## src/rtl/vc_pop_scheduler_if.sv

```systemverilog
// Link-side bundle between the VC pop scheduler and its FIFOs.
// It carries the occupancy inputs, the pop/select outputs and the counter read port.
interface vc_pop_scheduler_if #(
   parameter int OCC_W = 4,
   parameter int CNT_W = 5
);
   logic [4*OCC_W-1:0] occ_in;
   logic [OCC_W-1:0]   occ_out;
   logic [3:0]         pop_out;
   logic [1:0]         sel;
   logic               req;
   logic [1:0]         idx;
   logic [CNT_W-1:0]   contador;
   logic               valid;

   modport master (
      input  occ_in, occ_out, req, idx,
      output pop_out, sel, contador, valid
   );

   modport slave (
      output occ_in, occ_out, req, idx,
      input  pop_out, sel, contador, valid
   );
endinterface

```

## src/rtl/vc_pop_scheduler.sv

```systemverilog
// Pop-side round-robin scheduler for four PCIe virtual-channel FIFOs with
// hysteresis back-pressure. Define ARB_URGENT_EN to serve above-threshold channels first.
module vc_pop_scheduler #(
   parameter int CNT_W = 5,
   parameter int OCC_W = 4,
   parameter int THR_W = 3
) (
   input  logic                clk,
   input  logic                reset,
   input  logic                init,
   input  logic [THR_W-1:0]    Umbral_bajo,
   input  logic [THR_W-1:0]    Umbral_alto,
   vc_pop_scheduler_if.master  bus,
   output logic [4:0]          state
);

   typedef enum logic [4:0] {
      S_RESET  = 5'b00001,
      S_INIT   = 5'b00010,
      S_IDLE   = 5'b00100,
      S_ACTIVE = 5'b01000,
      S_PAUSE  = 5'b10000
   } state_t;

   state_t cur_state, next_state;

   logic [THR_W-1:0] thr_lo, thr_hi;
   logic [1:0]       rr_ptr;
   logic [CNT_W-1:0] cnt [4];

   logic [OCC_W-1:0] occ_ch [4];
   logic [3:0]       nonempty, cand;
   logic             any_nonempty, below_hi, at_or_below_lo;
   logic             grant_valid, pop_en;
   logic [1:0]       grant, probe;

   always_comb begin
      for (int i = 0; i < 4; i++) begin
         occ_ch[i]   = bus.occ_in[i*OCC_W +: OCC_W];
         nonempty[i] = (occ_ch[i] != '0);
      end
      any_nonempty   = |nonempty;
      below_hi       = bus.occ_out <  OCC_W'(thr_hi);
      at_or_below_lo = bus.occ_out <= OCC_W'(thr_lo);
   end

`ifdef ARB_URGENT_EN
   logic [3:0] urgent;

   always_comb begin
      for (int i = 0; i < 4; i++)
         urgent[i] = (occ_ch[i] >= OCC_W'(thr_hi)) && nonempty[i];
      cand = (urgent != 4'b0000) ? urgent : nonempty;
   end
`else
   always_comb cand = nonempty;
`endif

   // First candidate found walking forward from the round-robin pointer.
   always_comb begin
      grant       = 2'd0;
      grant_valid = 1'b0;
      probe       = 2'd0;
      for (int k = 0; k < 4; k++) begin
         probe = rr_ptr + 2'(k);
         if (!grant_valid && cand[probe]) begin
            grant       = probe;
            grant_valid = 1'b1;
         end
      end
   end

   always_ff @(posedge clk or posedge reset) begin
      if (reset) cur_state <= S_RESET;
      else       cur_state <= next_state;
   end

   always_comb begin
      next_state = cur_state;
      pop_en     = 1'b0;
      case (cur_state)
         S_RESET: next_state = S_INIT;
         S_INIT:  if (!init) next_state = S_IDLE;
         S_IDLE: begin
            if (init)                          next_state = S_INIT;
            else if (any_nonempty && below_hi) next_state = S_ACTIVE;
         end
         S_ACTIVE: begin
            if (init)               next_state = S_INIT;
            else if (!below_hi)     next_state = S_PAUSE;
            else if (!any_nonempty) next_state = S_IDLE;
            else                    pop_en     = grant_valid;
         end
         S_PAUSE: begin
            if (init)                next_state = S_INIT;
            else if (at_or_below_lo) next_state = any_nonempty ? S_ACTIVE : S_IDLE;
         end
         default: next_state = S_RESET;
      endcase
   end

   assign bus.pop_out = pop_en ? (4'b0001 << grant) : 4'b0000;
   assign state       = cur_state;

   // Counters clear on every entry into INIT; a read reports the pre-edge value.
   always_ff @(posedge clk or posedge reset) begin
      if (reset) begin
         thr_lo       <= '0;
         thr_hi       <= '0;
         rr_ptr       <= 2'd0;
         bus.sel      <= 2'd0;
         bus.contador <= '0;
         bus.valid    <= 1'b0;
         for (int i = 0; i < 4; i++) cnt[i] <= '0;
      end else begin
         if (cur_state == S_INIT) begin
            thr_lo <= Umbral_bajo;
            thr_hi <= Umbral_alto;
         end
         if (next_state == S_INIT && cur_state != S_INIT) begin
            for (int i = 0; i < 4; i++) cnt[i] <= '0;
         end else if (pop_en) begin
            rr_ptr  <= grant + 2'd1;
            bus.sel <= grant;
            if (cnt[grant] != {CNT_W{1'b1}}) cnt[grant] <= cnt[grant] + CNT_W'(1);
         end
         bus.valid <= bus.req && (cur_state != S_RESET);
         if (bus.req && cur_state != S_RESET) bus.contador <= cnt[bus.idx];
      end
   end

endmodule

```

## src/flat_wrapper.sv

```systemverilog
// flat-port wrapper written by rule: the top's interface ports become plain ports
module vc_pop_scheduler_flat 
#(
   parameter int CNT_W = 5,
   parameter int OCC_W = 4,
   parameter int THR_W = 3
)
  (clk, reset, init, Umbral_bajo, Umbral_alto, state, bus_occ_in, bus_occ_out, bus_req, bus_idx, bus_pop_out, bus_sel, bus_contador, bus_valid);
  vc_pop_scheduler_if #(.OCC_W(OCC_W), .CNT_W(CNT_W)) bus_i ();
  input  logic clk;
  input  logic reset;
  input  logic init;
  input  logic [THR_W-1:0] Umbral_bajo;
  input  logic [THR_W-1:0] Umbral_alto;
  output logic [4:0] state;
  input wire logic [$bits(bus_i.occ_in)-1:0] bus_occ_in;
  input wire logic [$bits(bus_i.occ_out)-1:0] bus_occ_out;
  input wire logic [$bits(bus_i.req)-1:0] bus_req;
  input wire logic [$bits(bus_i.idx)-1:0] bus_idx;
  output wire logic [$bits(bus_i.pop_out)-1:0] bus_pop_out;
  output wire logic [$bits(bus_i.sel)-1:0] bus_sel;
  output wire logic [$bits(bus_i.contador)-1:0] bus_contador;
  output wire logic [$bits(bus_i.valid)-1:0] bus_valid;
  assign bus_i.occ_in = bus_occ_in;
  assign bus_i.occ_out = bus_occ_out;
  assign bus_i.req = bus_req;
  assign bus_i.idx = bus_idx;
  assign bus_pop_out = bus_i.pop_out;
  assign bus_sel = bus_i.sel;
  assign bus_contador = bus_i.contador;
  assign bus_valid = bus_i.valid;
  vc_pop_scheduler #(.CNT_W(CNT_W), .OCC_W(OCC_W), .THR_W(THR_W)) u_core (.clk(clk), .reset(reset), .init(init), .Umbral_bajo(Umbral_bajo), .Umbral_alto(Umbral_alto), .bus(bus_i), .state(state));
endmodule
```

## config.mk

```make
export PLATFORM = sky130hd
export DESIGN_NAME = vc_pop_scheduler_flat
export DESIGN_NICKNAME = d
export VERILOG_FILES = /design/src/rtl/vc_pop_scheduler_if.sv /design/src/rtl/vc_pop_scheduler.sv /design/src/flat_wrapper.sv
export SDC_FILE = /design/constraint.sdc
export NUM_CORES = 1
export LEC_CHECK = 0
export CORE_MARGIN = 2
export CORE_UTILIZATION = 50
export CTS_CLUSTER_DIAMETER = 50
export DETAILED_ROUTE_END_ITERATION = 12
export PLACE_DENSITY = 0.78
export REMOVE_ABC_BUFFERS = 1
export SLEW_MARGIN = 25
export SYNTH_ARGS = -nofsm -noshare
export SYNTH_HDL_FRONTEND = slang
export SYNTH_SLANG_ARGS = --single-unit
```

## constraint.sdc

```tcl
create_clock -name clk -period 3.4 [get_ports clk]
set_input_delay 0.51 -clock clk [delete_from_list [all_inputs] [get_ports clk]]
set_output_delay 0.51 -clock clk [all_outputs]
set_load 0.02 [all_outputs]
```

==> metrics.md <==
| Metric | Value |
|---|---|
| Die area | `0.005536 mm2` |
| End of the worst hold path | `u_core.bus.sel[0]` |
| CTS tree | `yes` |
| Worst-case clock buffer depth | `2` |
| Antenna viol nets, final | `0` |
| Syn Inst Count | `239` |
| Global-route wire length before repair | `9577 um` |
| Critical-path top delay cell | `clkdlybuf4s50_1` |
| Reg2reg start | `u_core.rr_ptr[1]` |
| Cell taking the most area after synthesis | `dfrtp_1` |
| Routed WL | `6153 um` |
| Hold depth | `1` |
| Placement Setup Slack | `-342.6 ps` |
| Nets | `357` |
| DR iter-0 viols | `109` |
| GRT overflow | `0` |
| Reg2reg setup slack | `280 ps` |
| Final slew viol count | `0` |
| Dpl cells | `373` |
| Seq cells post-synth | `41` |
| CP cell instances | `clkdlybuf4s50_1, nor4_4, o22ai_1, o21ba_4, nand2_4, inv_4, mux2i_2, mux2i_4, ha_1, nand2_1, nor2_1, ha_1, nor2_4, and2_4, nor2_1, a211oi_1` |
| Remaining DRCs | `0` |
| Top-count cell post-synth | `dfrtp_1` |
| Fraction of layout cells with a size suffix above 1 | `25.40%` |
| Critical Path Source Type | `input port` |
| Largest net degree at the start of global routing | `23` |
| Fillers | `357` |
| Asr flop ratio synth | `100.0%` |
| CP max FO | `6` |
| Mean post-synth cell area | `10.37 um2` |
| Min cycle time layout | `3378 ps` |
| GP Congestion | `0.8682` |
| Core ar. | `0.004755 mm2` |
| RSZ-0062 raised after global routing | `true` |
| Number of I/O port buffers | `48` |
| Fin. Hold Viols | `0` |
| Critical Path AT | `3580 ps` |
| Worst-Margin Slew | `750.5 ps` |
| Syn. warnings | `0` |
| Leak Pwr | `0.001528 uW` |
| Vert. Die Dim | `74.41 um` |
| Max VDD drop | `0.2225 mV` |
| Fin worst setup slack | `22.09 ps` |
| Post-synth EDFFs | `0` |
| Max_cap viols | `0` |
| Die W | `74.41 um` |
| Most frequent cells after synthesis | `40 x dfrtp_1, 27 x nor2_1, 17 x nand2_1, 13 x mux2i_1, 12 x mux2_2` |
| R2R Path End | `u_core.cnt[15]` |
| FP Rows | `25` |
| Area Growth Syn to Fin | `38.77%` |
| Tcrit/Tclk final | `99.35%` |
| Vias in the first global route | `1964` |
| Worst hold margin | `482.7 ps` |
| Initial antenna violation count | `0` |
| Detailed Place HPWL | `4475 um` |
| Crit. End Element | `flip-flop` |
| Skew final | `2.591 ps` |
| Antenna fix cells | `0` |
| I/O pin count | `49` |
| Synth Flop Type | `dfrtp_1` |
| CTS H-tree lvls | `2` |
| Top post-synthesis cells by area | `dfrtp_1 40%, ha_1 5.6%, mux2_2 5.5%` |
| Synth cell types | `47` |
| Post-Synthesis Cell Area | `0.002479 mm2` |
| Placed cell area | `0.003212 mm2` |
| Tot GR Track Use | `23.01%` |
| Clock Sinks | `41` |
| Hold Path Class | `reg2reg` |
| CTS buffer count | `5` |
| Hold_buf cts | `0` |
| Pre-antenna DRT Iters | `4` |
| Pwr dens | `487.5 mW/mm2` |
| Synth top area share | `40.38%` |
| Via count | `2114` |
| Reg2reg path depth | `16` |
| CTS clk-pin slew, worst paths | `80 ps` |
| Final setup viols | `0` |
| CP Data Required Time | `3600 ps` |
| Sequential cell area fraction in the yosys report | `41.44%` |
| Starting Density | `52.13%` |
| Slew margin rel. | `49.91%` |
| Post-route cell area | `0.003440 mm2` |
| Outcome | `finished clean` |
| Fmax achieved | `0.2960 GHz` |
| Clock latency on the worst-skew pair | `300 ps` |
| Critical Path Max Stage Delay | `450 ps` |
| CTS root buf | `clkbuf_8` |
| Wire length per cell | `16.11 um` |
| Vias per inst | `5.534` |
| Final cell count without fillers | `382` |
| Hold Crit Start | `u_core.bus.sel[0]` |
| Setup CP Type | `in2reg` |
## registers in the layout (all words and copies together), names as in the netlist
signal	flops
u_core.bus.contador	5
u_core.cnt	20
u_core.bus.valid	1
u_core.rr_ptr	2
u_core.bus.sel	2
u_core.thr_lo	3
u_core.thr_hi	3
u_core.state	5
## per-stage QoR
step / total power, uW / setup TNS, ps / utilization [%]
after floorplan: 956.0 / 0 / -
after global placement: 1180 / -2131 / 67.55
after detailed placement: 1199 / -4901 / 67.55
after CTS: 1678 / 0 / 71.11
after global routing: 1772 / -1316 / 72.34
final: 1677 / 0 / 72.34
## repair_timing
| action | in CTS | in global routing |
|---|---|---|
| pin swaps | 0 | 1 |
| setup endpoints to repair | 4 | 19 |
| resized for setup | 5 | 18 |
| buffers inserted | 1 | 0 |
## report_power, final
| part | switching [uW] | internal (uW) |
|---|---|---|
| logic | 320 | 286 |
| registers | 43.1 | 552 |
| clock network | 181 | 296 |
## worst max-delay path by stage
stage | startpoint | to | slack [ps] | cells after the start
detailed placement | bus_occ_in[9] | u_core.cnt[15] | -340 | 16
global route | bus_occ_in[0] | u_core.cnt[15] | -120 | 16
floorplan | bus_occ_in[3] | u_core.cnt[1] | 260 | 15
CTS | bus_occ_in[3] | bus_pop_out[2] | 20 | 9
global placement | bus_occ_in[3] | u_core.cnt[19] | -150 | 16
finish | bus_occ_in[0] | u_core.cnt[15] | 20 | 16
## layer usage
layer | global-route usage (%) | part of all wire (%)
met3 | 5.285 | 5.5
met2 | 38.25 | 49
met5 | 0 | 0
met1 | 30.33 | 43
met4 | 6.548 | 2.2
## final cells by class
type                    instances  area (um2)  area share, %
multi-input cells             175        1424          41.40
flip-flops and latches         41        1027          29.87
repair buffers                 79       719.4          20.92
well taps                      67       83.83          2.437
clock buffers                   5       68.82          2.001
clock inverters                 3       68.82          2.001
inverters                      12       47.55          1.382
## critical path: cells and delay by family
kind                       cells  cell delay [ps]
and+or+nand+nor                7              990
AOI/OAI and AO/OA              3              670
buffers and inverters          2              560
adders and majority gates      2              440
muxes                          2              410
## cells in the final DEF, fill, tap and decap left out, types with 4 or more instances in the layout
cell             instances
nor2_1                  27
and2_1                   6
mux2_2                  12
nand2_1                 17
a21oi_1                  7
mux4_2                   5
clkbuf_8                 5
o21ai_0                  6
mux2i_1                 10
a21o_1                   4
inv_1                   11
dfrtp_1                 40
nor2b_1                  4
nor3_1                   6
ha_1                    11
a211oi_1                 7
a31oi_1                  6
buf_4                   30
clkdlybuf4s50_1         44
a211oi_2                 4
## logic make-up after synthesis
family,count (synthesis),synth area share (%)
xor gates and xnor gates,3,1.060
muxes,31,16.15
buffers and inverters,23,4.190
adders and majority gates,11,5.553
DFF,41,41.44
AOI/OAI and AO/OA,46,13.28
and+or+nand+nor,84,18.32
Note: power is estimated with default switching activity, not from simulation.
